--- src/rtl/gray_step_ctrl_pkg.sv ---
// Shared types and constants for the gray step controller.
// State encoding, gray wrap point, wrap-counter saturation and the gray successor table.
package gray_step_ctrl_pkg;

   localparam int GRAY_W = 3;
   localparam int REM_W  = 5;
   localparam int WCNT_W = 4;

   localparam logic [GRAY_W-1:0] GRAY_WRAP = 3'd4;
   localparam logic [WCNT_W-1:0] WRAP_SAT  = 4'd15;

   typedef enum logic [1:0] {
      ST_IDLE = 2'd0,
      ST_RUN  = 2'd1,
      ST_DONE = 2'd2
   } state_t;

   // Successor in the cycle 0,1,3,2,6,7,5,4,0.
   function automatic logic [GRAY_W-1:0] gray_next(input logic [GRAY_W-1:0] g);
      logic [GRAY_W-1:0] n;
      case (g)
         3'd0:    n = 3'd1;
         3'd1:    n = 3'd3;
         3'd3:    n = 3'd2;
         3'd2:    n = 3'd6;
         3'd6:    n = 3'd7;
         3'd7:    n = 3'd5;
         3'd5:    n = 3'd4;
         default: n = 3'd0;
      endcase
      return n;
   endfunction

endpackage

--- src/rtl/gray_step_ctrl_core.sv ---
// Gray value register: advances one step when enabled and flags the 4->0 wrap.
// Module gray_step_core; the value persists across runs and is cleared only by reset.
module gray_step_core
   import gray_step_ctrl_pkg::*;
(
   input  logic              clk_i,
   input  logic              reset_i,
   input  logic              en_i,
   output logic [GRAY_W-1:0] gray_o,
   output logic              wrap_o
);

   // NOTE: the declaration initializer gives the power-up value; reset still sets it explicitly.
   logic [GRAY_W-1:0] gray_q = '0;
   logic [GRAY_W-1:0] gray_d;

   always_comb begin
      gray_d = en_i ? gray_next(gray_q) : gray_q;
   end

   // NOTE: sequential state uses non-blocking assignments so every register samples pre-edge values.
   always_ff @(posedge clk_i) begin
      if (reset_i) gray_q <= '0;
      else         gray_q <= gray_d;
   end

   assign gray_o = gray_q;
   assign wrap_o = en_i && (gray_q == GRAY_WRAP);

endmodule

--- src/rtl/gray_step_ctrl.sv ---
// Run controller stepping a 3-bit gray value a programmed number of times.
// Macro GRAY_STEP_CTRL_WRAPCNT_EN builds the saturating wrap counter; otherwise WrapCount is tied to 0.
module gray_step_ctrl
   import gray_step_ctrl_pkg::*;
(
   input  logic              Clk,
   input  logic              Reset,
   input  logic              Start,
   input  logic [REM_W-1:0]  Steps,
   input  logic              Hold,
   input  logic              Stop,
   output logic              Busy,
   output logic              Done,
   output logic [GRAY_W-1:0] Gray,
   output logic              Overflow,
   output logic [WCNT_W-1:0] WrapCount
);

   state_t            state_q = ST_IDLE;
   state_t            state_d;
   logic [REM_W-1:0]  rem_q   = '0;
   logic [REM_W-1:0]  rem_d;
   logic              ovf_q   = 1'b0;
   logic              adv;
   logic              wrap;

   gray_step_core u_core (
      .clk_i   (Clk),
      .reset_i (Reset),
      .en_i    (adv),
      .gray_o  (Gray),
      .wrap_o  (wrap)
   );

   // NOTE: every output of this block gets a default first, so no path can infer a latch.
   always_comb begin
      state_d = state_q;
      rem_d   = rem_q;
      adv     = 1'b0;
      case (state_q)
         ST_IDLE: begin
            if (Start) begin
               if (Steps != '0) begin
                  rem_d   = Steps;
                  state_d = ST_RUN;
               end else begin
                  state_d = ST_DONE;
               end
            end
         end
         ST_RUN: begin
            // Stop outranks Hold and aborts without an advance or a Done pulse.
            if (Stop) begin
               state_d = ST_IDLE;
            end else if (!Hold) begin
               adv   = 1'b1;
               rem_d = rem_q - 5'd1;
               if (rem_q == 5'd1) state_d = ST_DONE;
            end
         end
         ST_DONE: state_d = ST_IDLE;
         default: state_d = ST_IDLE;
      endcase
   end

   always_ff @(posedge Clk) begin
      if (Reset) begin
         state_q <= ST_IDLE;
         rem_q   <= '0;
         ovf_q   <= 1'b0;
      end else begin
         state_q <= state_d;
         rem_q   <= rem_d;
         if (wrap) ovf_q <= 1'b1;
      end
   end

`ifdef GRAY_STEP_CTRL_WRAPCNT_EN
   logic [WCNT_W-1:0] wcnt_q = '0;

   always_ff @(posedge Clk) begin
      if (Reset)                         wcnt_q <= '0;
      else if (wrap && wcnt_q != WRAP_SAT) wcnt_q <= wcnt_q + 4'd1;
   end

   assign WrapCount = wcnt_q;
`else
   assign WrapCount = '0;
`endif

   assign Busy     = (state_q == ST_RUN);
   assign Done     = (state_q == ST_DONE);
   assign Overflow = ovf_q;

endmodule

--- config.mk ---
export PLATFORM = sky130hd
export DESIGN_NAME = gray_step_ctrl
export DESIGN_NICKNAME = d
export VERILOG_FILES = /design/src/rtl/gray_step_ctrl_pkg.sv /design/src/rtl/gray_step_ctrl_core.sv /design/src/rtl/gray_step_ctrl.sv
export SDC_FILE = /design/constraint.sdc
export NUM_CORES = 1
export LEC_CHECK = 0
export CAP_MARGIN = 10
export CORE_MARGIN = 3
export CORE_UTILIZATION = 37
export DETAILED_ROUTE_END_ITERATION = 16
export GPL_TIMING_DRIVEN = 0
export PLACE_DENSITY = 0.64
export SLEW_MARGIN = 30
export SYNTH_ARGS = -nofsm -noshare
export SYNTH_HDL_FRONTEND = slang
export SYNTH_HIERARCHICAL = 1
export SYNTH_SLANG_ARGS = --single-unit
--- constraint.sdc ---
create_clock -name Clk -period 1.39 [get_ports Clk]
set_input_delay 0.278 -clock Clk [delete_from_list [all_inputs] [get_ports Clk]]
set_output_delay 0.278 -clock Clk [all_outputs]
set_load 0.01 [all_outputs]
==> results.md, run 1 <==
- Minimum clock period: 1490 ps
- Seq cells post-synth: 11
- Initial antenna violation count: 0
- Sequential power share: a little over two fifths
- Post-synthesis sequential area ratio: 29.9%
- Critical Path, Cell by Cell: buf_4 -> nor4_2 -> mux2i_1 -> or4_1 -> a21oi_1
- DRC: 0
- Slowest CP cell: or4_1
- Crit share post-route: 107%
- Vias in the first global route: 783
- Pin count of the biggest net entering global routing: 11
- Final core utilization: 60.1%
- CP endpoint kind: flop
- Hold slack: 379 ps
- # setup viols final: 2
- Filler cells: about 170
- Nets: ~130
- Status: complete, but fails checks
- # diodes: 0
- Initial core utilization: slightly above 40%
- Max cap viols: 0
- Synth warn: 6
- Net Sw Frac: 29.9%
- Avg Inst Size Synth: between 8 and 9 sq um
- Clk root buf: clkbuf_4
- Setup Skew: 3.40 ps
- Critical Path RT: approximately 1600 ps
- First-pass GRT wire length: 3080 microns
- Max clock buf depth: 2
- Hold Violations, Final: 0
- Design area: between 0.001 and 0.0015 sq mm
- Clk pwr share: 24.9%
- Die Wd: around 51 microns
- Ratio of cells with drive above 1 in the final layout: 41.2%
- Hold Path Class: input pin to flop
- Top cell type's share of synthesized area: 29.9%
- Worst EP arrival: 1680 ps
- Lkg Pwr: 0.467 nW
- Internal: 0.585 mW
- Routed len/inst: 13.1 microns
- P_sw: 0.250 mW
- Clock latency at the later pin of the worst-skew pair: 260 ps
- Clk slew on worst S/H paths: 70 ps
- Failing checks: negative setup slack
- Dpl ws: -572 ps
- Die height: 50.6 microns
- Final wirelength: approximately 1800 microns
- Pwr Total: roughly 0.83 mW
- Multi-input logic area: 515 sq um
- Slew Viols, Final: 0
- Post-synth top area cell: dfxtp_1
- FMAX: 672 MHz
- Post-route ant nets: 0
- Synth cell count leaders: dfxtp_1, inv_1, a21oi_1, nor2_1, nor3_1
- Drt via density: roughly 5.2
- Register area: between 200 and 250 sq um
- Synth Instances: 82
- HPWL after DPL: around 1200 microns
- Die footprint: 0.00256 sq mm
- Crit Path Category: flop to flop
- Worst path bufs/invs: 1
- Main flop type after synthesis: dfxtp_1
- Total track usage: 15.4%
- Drt pass-1 iters: 4
- Top cells by area, synth: dfxtp_1, mux2i_1, buf_4
- Sink Count: 11
- Unrepaired setup endpoints after global routing: yes
- Post-synth EDFFs: 0
- Area growth, synth to finish: 47.3%
- Comb pwr share: 31.6%
- H-Tree Depth: 1
- Port bufs: 15
- Vias: 728
- Ys async rst share: 0%
- Total gr overflow: 0
- Synth unique cells: 37
- I/O pin count: 20
- Cell Rows: 15
- Final worst slack: -98.9 ps
- Core area: 0.00180 sq mm
- CP max FO: 3
- Mapped Area: 736 sq um
- GP Congestion: 0.822
- Count leader, synth: dfxtp_1
- Crit-path max cell delay: 420 ps
- Power Density: 770 mW/mm^2
- Worst IR Drop VDD: 0.527 mV
- Top Family by Delay on Critical Path: simple AND/OR/NAND/NOR gates
- Placed instance area: 928 sq um
- Crit start category: flop
- DRT iter0 DRCs: 3
- Cts bufs inserted: 3
- CTS tree: yes
## what timing repair did
item / in CTS / in global routing
endpoints found under the setup margin: 17 / 8
buffers inserted: 10 / 0
hold buffers: 0 / 0
gates resized for setup: 41 / 9
endpoints found under the hold margin: 0 / 0
pin swaps: 8 / 5
## worst min-delay path, stage by stage
cell and delay, ps:
buf_2 90, a21oi_1 70, o31ai_2 160
## cell families (layout without fill, tap and decap cells)
group,count (synthesis),count (layout),synth area share [%]
other,1,4,0.510
multiplexers,4,4,5.44
buffers and inverters,14,43,10.4
adder cells (fa/ha/maj),2,2,3.40
flip-flops,11,11,29.9
AO/OA/AOI/OAI,22,22,25.0
AND/OR/NAND/NOR,27,27,24.1
XOR/XNOR,1,1,1.19
## stage by stage
step / cells / setup TNS (ps)
final: 139 / -154
after CTS: 139 / -117
after detailed placement: 125 / -5150
after floorplan: 85 / 0
after global placement: 125 / -4810
after global routing: 139 / -383
## sequential cells by signal, indices dropped and copies added, names as in the netlist, named ones only
register,count
rem_q,5
state_q,2
u_core/gray_o,2
Overflow,1
## power by group through the flow
stage / registers, mW / clock network (mW) / logic, mW
2_1_floorplan: 0.359 / 0 / 0.139
3_3_place_gp: 0.363 / 0 / 0.205
3_5_place_dp: 0.364 / 0 / 0.205
4_1_cts: 0.357 / 0.216 / 0.242
5_1_grt: 0.365 / 0.232 / 0.289
6_report: 0.362 / 0.208 / 0.264
## area by class of cell
class,count,area share (%)
repair buffers,25,17.6
plain buffers,7,5.89
flip-flops and latches,11,21.1
inverters,7,2.54
clock buffers,4,2.42
multi-input cells,60,47.6
well taps,25,2.89
## layer usage
metal,global-route usage (%),up-vias,part of all wire [%]
met2,27.8,21,48
met5,0,-,0
met1,16.5,338,43
met3,4.45,6,7.4
met4,6.28,0,1.6
li1,-,363,-
## layout by cell type (no fill, tap or decap), drive strengths merged, types with 4 or more instances in the layout
master / netlist / layout
nor2: 5 / 5
clkbuf: 2 / 8
conb: 1 / 4
mux2i: 4 / 4
inv: 6 / 6
dlygate4sd2: 0 / 8
nor3: 5 / 5
dfxtp: 11 / 11
a21oi: 5 / 5
buf: 5 / 18
## worst paths after layout
kind	depth (start not counted)	end	slack, ps	start
worst max-delay path	5	rem_q[3]	-100	rem_q[0]
worst max register to register	5	rem_q[3]	-100	rem_q[0]
worst min-delay path	3	rem_q[1]	380	Steps[1]
worst min register to register	2	Overflow	470	Overflow
Power figures use the tool's default switching activity.
==> run 2: changes to the inputs <==
Settings changed: ABC_CLOCK_PERIOD_IN_PS from default to 1390, CTS_CLUSTER_SIZE from default to 16, PLACE_DENSITY 0.64 to 0.66.
==> run 2 against run 1 <==
Net effect:
- the flow still finishes with violations (negative setup slack)
- clock skew down 0.90 ps
- cell area grew 2.3%
- combinational power rose by 3%
- clock power about the same
- maximum frequency grew 4.9%
- critical endpoint unchanged
- count of clock-buffer cells in the layout stayed put
- non-clock buffer count grew 3
- critical path type unchanged
- die area is the same
- sequential share of layout area fell by 0.36 points
- sequential power barely moved
- largest cell class unchanged
- register-to-register slack gained 70 ps
==> results.md, run 2 (synthesis gave the netlist of run 1 again) <==
- Drt pass-1 iters: 4
- Port bufs: 15
- DRC: 0
- Final core utilization: 61.5%
- CTS tree: yes
- Final wirelength: 1850 microns
- Setup Skew: between 2 and 2.5 ps
- I/O pin count: 20
- Initial core utilization: 40.8%
- CP max FO: 3
- Cell Rows: 15
- Core area: 0.00180 sq mm
- HP Start: Steps[0]
- # setup viols final: 2
- Dpl ws: -571 ps
- Post-route ant nets: 0
- Vias in the first global route: 682
- Pwr Total: between 0.8 and 0.9 mW
- Global route hottest layer: met2
- Failing checks: negative setup slack
- Commonest cells after routing, fill and taps aside: buf_4, dlygate4sd2_1
- Minimum clock period: roughly 1400 ps
- Routed len/inst: 13.0 microns
- Crit Path Category: flop to flop
- Filler cells: 152
- FMAX: 705 MHz
- Hold slack: 415 ps
- Die height: 50.6 microns
- Top reg by flops: rem_q
- Hold Violations, Final: 0
- Grt met1 use: 19.0%
- Critical Path RT: around 1600 ps
- Total track usage: 15.0%
- Die Wd: 50.6 microns
- Slew Viols, Final: 0
- Unrepaired setup endpoints after global routing: yes
- DRT iter0 DRCs: 3
- Total gr overflow: 0
- Worst IR Drop VDD: 0.482 mV
- Met3 usage: 2.67%
- Cts bufs inserted: 3
- H-Tree Depth: 1
- Drt via density: 5.05
- Hold Path Class: input pin to flop
- Ratio of cells with drive above 1 in the final layout: 41.9%
- Clock latency at the later pin of the worst-skew pair: around 260 ps
- Largest register FFs: 5
- # diodes: 0
- Status: complete, but fails checks
- Crit share post-route: 102%
- Initial antenna violation count: 0
- Clk slew on worst S/H paths: roughly 60 ps
- Die footprint: 0.00256 sq mm
- GP Congestion: approximately 0.84
- Sink Count: 11
- First-pass GRT wire length: 2990 microns
- HPWL after DPL: 1220 microns
- Max clock buf depth: 2
- Nets: 130
- Final worst slack: -29.2 ps
- Pin count of the biggest net entering global routing: 11
- Crit path launch: rem_q[1]
- Power Density: 759 mW/mm^2
- Crit start category: flop
- CP endpoint kind: flop
- Area growth, synth to finish: 50.7%
- Worst EP arrival: about 1600 ps
- Vias: 717
- Max cap viols: 0
- Clk root buf: clkbuf_4
- Met2 Use GR: roughly a quarter
- Commonest non-fill, non-tap cell in the layout: buf_4
- Lkg Pwr: 0.481 nW
- Reg2reg start: rem_q[1]
run 2: changes by cell type in the layout (fill, tap and decap cells not counted), sizes merged:
| cell | delta |
|---|---|
| buf | +4 |
| clkbuf | -2 |
| clkdlybuf4s15 | +1 |
run 2: worst paths after layout:
path,end,slack (ps),depth (start not counted)
worst max register to register,rem_q[3],-30,5
worst min-delay path,rem_q[0],420,3
worst min register to register,Overflow,490,2
worst max-delay path,rem_q[3],-30,5
run 2: critical path, cell delays in order, from the launching register on:
cell,delay [ps]
dfxtp_2,320
buf_4,130
nor4_1,230
mux2i_1,110
or4_1,430
a21oi_1,140
run 2: power breakdown:
group	switching, mW	leakage, nW	total, mW	internal, mW
sequential	0.0232	0.0927	0.359	0.336
clock	0.0994	0.0150	0.210	0.111
combinational	0.128	0.373	0.272	0.144
total	0.250	0.481	0.841	0.590
run 2: repair_timing:
item,4_1_cts,5_1_grt
pin swaps,7,5
gates cloned,0,0
setup buffers,6,7
hold buffers,0,0
hold endpoints to repair,0,0
gates resized for setup,46,6
endpoints found under the setup margin,17,8
run 2: layout make-up:
type	count	area [sq um]	area share, %
Clock buffer	4	26.3	2.37
Sequential cell	11	230	20.8
Buffer	7	63.8	5.76
Inverter	7	27.5	2.48
Timing Repair Buffer	28	225	20.3
Tap cell	25	31.3	2.82
Multi-Input combinational cell	60	504	45.5
run 2: layer usage:
layer / wire (microns) / share of wire [%]
met1: 819 / 44
met2: 909 / 49
met3: 112 / 6.1
met4: 6 / 0.32
met5: 0 / 0
run 2: stage by stage:
stage	std cells	TNS [ps]	area [sq um]
floorplan	85	0	747
detailed placement	125	-4990	928
global route	142	-140	1110
finish	142	-51.7	1110
global placement	125	-4760	928
CTS	135	-44.3	1040
==> run 3: changes to the inputs <==
Settings changed: CELL_PAD_IN_SITES_DETAIL_PLACEMENT from default to 0, CELL_PAD_IN_SITES_GLOBAL_PLACEMENT from default to 2, CORE_UTILIZATION 37 to 24, PLACE_DENSITY 0.66 to default, PLACE_DENSITY_LB_ADDON from default to 0.1.
==> run 3 against run 2 <==
Net effect:
- the run still ends with negative setup slack left
- combinational power about the same
- register-to-register slack worse by 40 ps
- flip-flop and latch count unchanged
- critical path depth grew 1
- routed wire length grew 8.1%
- critical endpoint is now rem_q[2]
- largest cell class unchanged
- highest routed layer unchanged
==> results.md, run 3 (synthesis gave the netlist of run 1 again) <==
- Cts bufs inserted: 3
- Status: complete, but fails checks
- I/O pin count: 20
- Placed instance area: 936 sq um
- Filler cells: 285
- Final wirelength: 2000 microns
- Sink Count: 11
- Slew Viols, Final: 0
- Clock latency at the later pin of the worst-skew pair: 260 ps
- Design area: 0.00110 sq mm
- Unrepaired setup endpoints after global routing: yes
- Initial antenna violation count: 0
- H-Tree Depth: 1
- DRC: 0
- FMAX: roughly 680 MHz
- Max cap viols: 0
- Worst EP arrival: 1660 ps
- Hold Violations, Final: 0
- Crit share post-route: 105%
- Ratio of cells with drive above 1 in the final layout: roughly 40%
- Minimum clock period: 1460 ps
- Final worst slack: -71.1 ps
- Drt pass-1 iters: 4
- Commonest cells after routing, fill and taps aside: buf_4, dlygate4sd2_1, dfxtp_1, a21oi_1, nor2_1
- Max clock buf depth: 2
- # diodes: 0
- Hold slack: between 300 and 400 ps
- GP Congestion: 0.720
- Crit Path Category: flop to flop
- Dpl ws: -579 ps
- Drt via density: a little under 5
- Hold Path Class: input pin to flop
- Routed len/inst: between 10 and 15 microns
- HPWL after DPL: ~1400 microns
- CTS tree: yes
- Total gr overflow: 0
- Setup TNS: -85.5 ps
- Cell Rows: 19
- Initial core utilization: 26.0%
- Nets: 127
- Failing checks: negative setup slack
- Die footprint: ~0.0038 sq mm
- Critical Path RT: 1590 ps
- Vias: 710
- Setup Skew: 1.29 ps
- Total track usage: 12.4%
- Vias in the first global route: about 730
- Post-route ant nets: 0
- Port bufs: 15
- Die height: approximately 60 microns
- Clk slew on worst S/H paths: around 70 ps
- Post-CTS Hold Fix Bufs: 0
- Lkg Pwr: 0.472 nW
- DRT iter0 DRCs: 24
- CP max FO: 3
- Area growth, synth to finish: 49.7%
- Commonest non-fill, non-tap cell in the layout: buf_4
- Top reg by flops: rem_q
- Core area: 0.00283 sq mm
- Die Wd: about 61 microns
- # setup viols final: 2
- First-pass GRT wire length: 3390 microns
- CP endpoint kind: flop
- Pin count of the biggest net entering global routing: 11
- Clk root buf: clkbuf_4
- Pwr Total: about 0.85 mW
- Crit start category: flop
- Worst IR Drop VDD: 0.393 mV
- Largest register FFs: 5
- Power Density: 769 mW/mm^2
run 3: changes by cell type in the layout (fill, tap and decap cells not counted), sizes merged:
cell / delta
buf: -3
run 3: power breakdown:
part,switching [mW],total (mW),internal (mW)
Clock,0.107,0.218,0.111
Combinational,0.128,0.269,0.141
Sequential,0.0242,0.360,0.336
Total,0.259,0.847,0.588
run 3: layout make-up:
| class | instances | area (sq um) | area share (%) |
|---|---|---|---|
| Multi-Input combinational cell | 60 | 505 | 45.9 |
| Buffer | 7 | 60.1 | 5.45 |
| Clock buffer | 4 | 26.3 | 2.39 |
| Sequential cell | 11 | 233 | 21.1 |
| Inverter | 7 | 30.0 | 2.73 |
| Tap cell | 31 | 38.8 | 3.52 |
| Timing Repair Buffer | 25 | 208 | 18.9 |
run 3: stage by stage:
step                      util [%]  instances
after floorplan                  -         85
after global placement        33.1        131
after detailed placement      33.1        131
after CTS                     37.4        142
after global routing          38.9        145
final                         38.9        145
run 3: worst paths after layout:
path / cells after the start / from / slack [ps] / end
max reg2reg: 6 / rem_q[0] / -70 / rem_q[2]
min reg2reg: 2 / Overflow / 480 / Overflow
max: 6 / rem_q[0] / -70 / rem_q[2]
min: 3 / Steps[0] / 380 / rem_q[0]
run 3: critical path, cell delays in order (launching register included):
cell and delay [ps]:
dfxtp_4 360, inv_4 60, ha_4 140, nor4bb_2 220
a21oi_1 90, or4_1 400, a21oi_1 120
run 3: per-layer routing:
layer | vias up | routed length [microns] | share of wire (%) | global-route usage (%)
met1 | 332 | 905 | 45 | 14.7
met4 | 0 | 17 | 0.85 | 6.97
met5 | - | 0 | 0 | 0
met3 | 2 | 107 | 5.4 | 2.52
li1 | 360 | - | - | -
met2 | 16 | 968 | 48 | 20.8
run 3: repair_timing:
action | 4_1_cts | 5_1_grt
pin swaps | 6 | 5
gates resized for setup | 47 | 4
setup buffers | 7 | 3
endpoints found under the setup margin | 17 | 8
==> patch 1: new RTL, config.mk and constraints of run 3 <==
Add a define of `GRAY_STEP_CTRL_WRAPCNT_EN`.
--- a/src/rtl/gray_step_ctrl.sv
+++ b/src/rtl/gray_step_ctrl.sv
@@ -2,2 +2,4 @@
 // Macro GRAY_STEP_CTRL_WRAPCNT_EN builds the saturating wrap counter; otherwise WrapCount is tied to 0.
+`define GRAY_STEP_CTRL_WRAPCNT_EN
+
 module gray_step_ctrl
Formal check against the unedited RTL: not equivalent (a bounded check fails within 10 cycles, from zero or initial values and one cycle with Reset high).
==> patch 1 against run 3 <==
- the run still ends with setup timing left
- synthesized area up 9.7%
- core utilization up 0.68 points
- setup slack worse by 0.27 ns
- sequential cell count up 4
- fmax down 16%
- combinational power down 20%
- cell area up 12%
- total power up 10%
- wire length up 8.3%
- critical path type unchanged
- largest cell class unchanged
==> patch 1: results (changes against run 3) <==
The highest ir drop seen on vdd is 0.3763 mV (was 0.3926 mV), and the area fraction of clock buffers and clock inverters is 2.222% (was 2.386%). The placed instance area is 1087 um2 (was 935.9 um2). Commonest cells post-synth: sky130_fd_sc_hd__dfxtp_1, sky130_fd_sc_hd__nor2_1, sky130_fd_sc_hd__a21oi_1 (was sky130_fd_sc_hd__dfxtp_1, sky130_fd_sc_hd__inv_1, sky130_fd_sc_hd__a21oi_1, sky130_fd_sc_hd__nor2_1, sky130_fd_sc_hd__nor3_1). The tools report the reg-to-reg critical path endpoint as WrapCount[3]$_SDFFE_PP0P_ (was rem_q[2]$_SDFFE_PP0P_). The run finished, with violations left.

The run gives 11.28% (was 12.40%) as the total track usage. The tools report the proportion of synthesized chip area in sequential cells as 37.21% (was 29.93%). The number of inverters outside the clock class in the layout came out at 5 (was 7). The tools report the final worst slack as -0.3412 ns (was -0.07109 ns).

Worst setup path startpoint: state_q[1]$_SDFFE_PP0P_ (was rem_q[0]$_SDFFE_PP0P_). Violated checks: setup timing (unchanged). The clock-pin slew reported for the worst setup and hold paths after clock tree synthesis was 0.10 ns (was 0.07 ns); the logic depth of the worst register-to-register path was 7 (was 6). The cell with the largest stage delay on the worst path was sky130_fd_sc_hd__or4b_4 (was sky130_fd_sc_hd__or4_1).

For the arrival time reported for the critical path endpoint, the log shows 1.92 ns (was 1.66 ns). For the fraction of met3 tracks used by global routing, the log shows 3.339% (was 2.516%). The number of distinct standard cells referenced by the synthesized netlist is 36 (was 37), and the wire length per cell after detailed routing is 12.65 um (was 13.78 um).

For the clock latency on the worst-skew pair, the log shows 0.29 ns (was 0.26 ns). The share of cells above drive strength 1 is 37.01% (was 40.35%), and the fraction of standard cell area that is sequential is 25.25% (was 21.14%). The worst stage delay on the critical path is 0.53 ns (was 0.40 ns).

Detailed-routed wire length on met3: 60 um (was 107 um). Sink of the worst hold path: state_q[0]$_SDFFE_PP0P_ (was rem_q[0]$_SDFFE_PP0P_). The logs give 1.488 mm (was 1.405 mm) for the sum of net half-perimeters after detailed placement and 42 (was 24) for the count of routing violations after the opening detailed-route iteration.

The wire length the detailed router placed on met1 was 1.065 mm (was 905 um). The met2 demand-to-capacity share in global routing is 17.55% (was 20.85%). Worst hold path startpoint: Stop (was Steps[0]). For the net count reported at finish, the log shows 141 (was 127).

The multi-input combinational cell count came out at 71 (was 60). The worst-path maximum fanout came out at 5 (was 3). The logs give 753 (was 727) for the number of global-route vias before repair and 0.7069 (was 0.7199) for the final estimated routing congestion in global placement.

The wire length of the first global-routing pass was 3.698 mm (was 3.394 mm). The run gives 15 (was 2) as the final setup violation count. The number of port buffers is 19 (was 15), and the multi-input logic portion of the cell area is 43.64% (was 45.91%).

For the tap cell count, the log shows 44 (was 31).
[patch 1: cells by family after synthesis]
logic type	share of synthesized area (%)
AO/OA/AOI/OAI	18.30
XOR/XNOR	3.256
adder cells (fa/ha/maj)	4.652
buffers and inverters	3.410
flip-flops	37.21
multiplexers	3.721
AND/OR/NAND/NOR	29.46
[patch 1: metrics by stage]
stage | util [%] | cells | hold WS, ns
2_1_floorplan | - | 93 | 0.3504
3_3_place_gp | 34.76 | 156 | 0.4498
3_5_place_dp | 34.76 | 156 | 0.4685
4_1_cts | 37.44 | 166 | 0.4407
5_1_grt | 39.60 | 171 | 0.4873
6_report | 39.60 | 171 | 0.4606
[patch 1: repair_timing]
item / 4_1_cts / 5_1_grt
setup buffers: 6 / 6
setup endpoints to repair: 25 / 17
resized for setup: 35 / 11
pin swaps: 9 / 7
[patch 1: report_power, final]
part	internal, mW	switching, mW
combinational	0.109	0.106
sequential	0.447	0.0167
clock	0.107	0.147
total	0.663	0.270
==> patch 2: new RTL, flow settings as in run 3 <==
Without the edit above. Add an input register stage for `Start`, `Steps`, `Hold` and `Stop`, with the module's reset; this delays them by one clock.
--- a/src/rtl/gray_step_ctrl.sv
+++ b/src/rtl/gray_step_ctrl.sv
@@ -17,2 +17,21 @@
 );
+
+   logic Start_q;
+   logic [REM_W-1:0] Steps_q;
+   logic Hold_q;
+   logic Stop_q;
+
+   always_ff @(posedge Clk) begin
+      if (Reset) begin
+         Start_q <= '0;
+         Steps_q <= '0;
+         Hold_q  <= '0;
+         Stop_q  <= '0;
+      end else begin
+         Start_q <= Start;
+         Steps_q <= Steps;
+         Hold_q  <= Hold;
+         Stop_q  <= Stop;
+      end
+   end
 
@@ -41,5 +60,5 @@
          ST_IDLE: begin
-            if (Start) begin
-               if (Steps != '0) begin
-                  rem_d   = Steps;
+            if (Start_q) begin
+               if (Steps_q != '0) begin
+                  rem_d   = Steps_q;
                   state_d = ST_RUN;
@@ -52,5 +71,5 @@
             // Stop outranks Hold and aborts without an advance or a Done pulse.
-            if (Stop) begin
+            if (Stop_q) begin
                state_d = ST_IDLE;
-            end else if (!Hold) begin
+            end else if (!Hold_q) begin
                adv   = 1'b1;
Check against the original RTL: not equivalent (Yosys sat finds a counterexample within 4 cycles, from zero or initial values and one cycle with Reset high).
==> patch 2 against run 3 <==
- the flow still finishes with violations (setup timing)
- setup slack improved by 0.026 ns
- fmax is 1.8% higher
- total power up 52%
- cell area up 27%
- global-route usage fell by 2.4 points
- synthesized area up 33%
- first-iteration DRC count increased by 21%
- hold slack improved by 0.10 ns
- wire length is 18% higher
- sequential cell count rose by 8
- critical path type unchanged
==> patch 2: results (changes against run 3) <==
The final setup violation count is 2 (unchanged), and the worst stage delay on the critical path is 0.42 ns (was 0.40 ns). The via count of the routed design was 806 (was 710). Violated checks: setup timing (unchanged).

The flip-flop and latch area is 386.6 um2 (was 232.7 um2). The net count reported at finish was 142 (was 127). The cell with the largest stage delay on the worst path was sky130_fd_sc_hd__or3_4 (was sky130_fd_sc_hd__or4_1).

The highest ir drop seen on vdd is 0.2837 mV (was 0.3926 mV). The count of routing violations after the opening detailed-route iteration was 29 (was 24); the number of instances in the synthesized netlist was 99 (was 82). The number of placed instances, taps included is 165 (was 131). The number of buffers on the longest clock path is 2 (unchanged). The logs give 0.3557 mW (was 0.2591 mW) for the switching power total and 38.97% (was 29.93%) for the proportion of synthesized chip area in sequential cells. The CTS root buffer is sky130_fd_sc_hd__clkbuf_8 (was sky130_fd_sc_hd__clkbuf_4). The tools report the part of the total power dissipated in sequential elements as 46.6% (was 42.5%). The run gives 0.9345 mW (was 0.5878 mW) as the internal cell power. Cell types with the largest area share after synthesis: sky130_fd_sc_hd__dfxtp_1, sky130_fd_sc_hd__nor2b_1, sky130_fd_sc_hd__buf_4, sky130_fd_sc_hd__nor2_1, sky130_fd_sc_hd__mux2i_1 (was sky130_fd_sc_hd__dfxtp_1, sky130_fd_sc_hd__mux2i_1, sky130_fd_sc_hd__buf_4, sky130_fd_sc_hd__o31a_1, sky130_fd_sc_hd__a21oi_1). Wire length of the first global-routing pass: 3.891 mm (was 3.394 mm). Final worst slack: -0.04538 ns (was -0.07109 ns). Placed instance area: 1206 um2 (was 935.9 um2).

The run finished, with violations left. Final estimated routing congestion in global placement: 0.7245 (was 0.7199). The family with the most delay on the worst path is compound AO/OA/AOI/OAI gates (was simple AND/OR/NAND/NOR gates). The tools report the total wire length after detailed routing as 2.348 mm (was 1.998 mm). The combinational group power was 0.293 mW (was 0.269 mW); the worst slack after detailed placement was -0.3273 ns (was -0.5790 ns). The arrival time reported for the critical path endpoint came out at 1.58 ns (was 1.66 ns).

For the total track usage, the log shows 10.03% (was 12.40%).
## patch 2: worst paths after layout
check | start | endpoint | slack (ns) | depth (start not counted)
worst max register to register | Steps_q[3]$_SDFF_PP0_ | rem_q[2]$_SDFFE_PP0P_ | -0.05 | 5
worst min-delay path | rem_q[0]$_SDFFE_PP0P_ | rem_q[0]$_SDFFE_PP0P_ | 0.48 | 1
worst max-delay path | Steps_q[3]$_SDFF_PP0_ | rem_q[2]$_SDFFE_PP0P_ | -0.05 | 5
worst min register to register | rem_q[0]$_SDFFE_PP0P_ | rem_q[0]$_SDFFE_PP0P_ | 0.48 | 1
## patch 2: cells by family (layout without fill, tap and decap cells)
kind of cell             count (synthesis)  count (layout)  share of synthesized area [%]
AO/OA/AOI/OAI                           20              20                          19.10
XOR/XNOR                                 1               1                         0.8976
adder cells (fa/ha/maj)                  2               2                          2.564
buffers and inverters                   13              40                          8.462
flip-flops                              19              19                          38.97
multiplexers                             3               3                          3.077
other                                    1               4                         0.3842
AND/OR/NAND/NOR                         40              40                          26.54
## patch 2: worst register-to-register path, delay by kind of cell, from the launching register on
family	cells	cell delay [ns]
compound gates	3	0.44
simple gates	1	0.42
flops	1	0.32
buf+inv	1	0.16
## patch 2: final cells by class
type                            instances  area share, %
Buffer                                  8          4.635
Clock buffer                            4          3.209
Inverter                                5          1.693
Multi-Input combinational cell         70          43.76
Sequential cell                        19          27.54
Tap cell                               48          4.278
Timing Repair Buffer                   23          14.88
## patch 2: per-layer routing
metal	up-vias	track usage, %	share of wire, %
met5	-	0	0
met4	0	3.830	0.81
met2	17	15.74	46
met1	383	13.33	50
li1	404	-	-
met3	2	2.174	3.3
## patch 2: what timing repair did
item	CTS	global route
setup endpoints to repair	13	9
cloned	0	0
hold buffers	0	0
buffers inserted	6	2
pin swaps	5	5
resized for setup	27	12
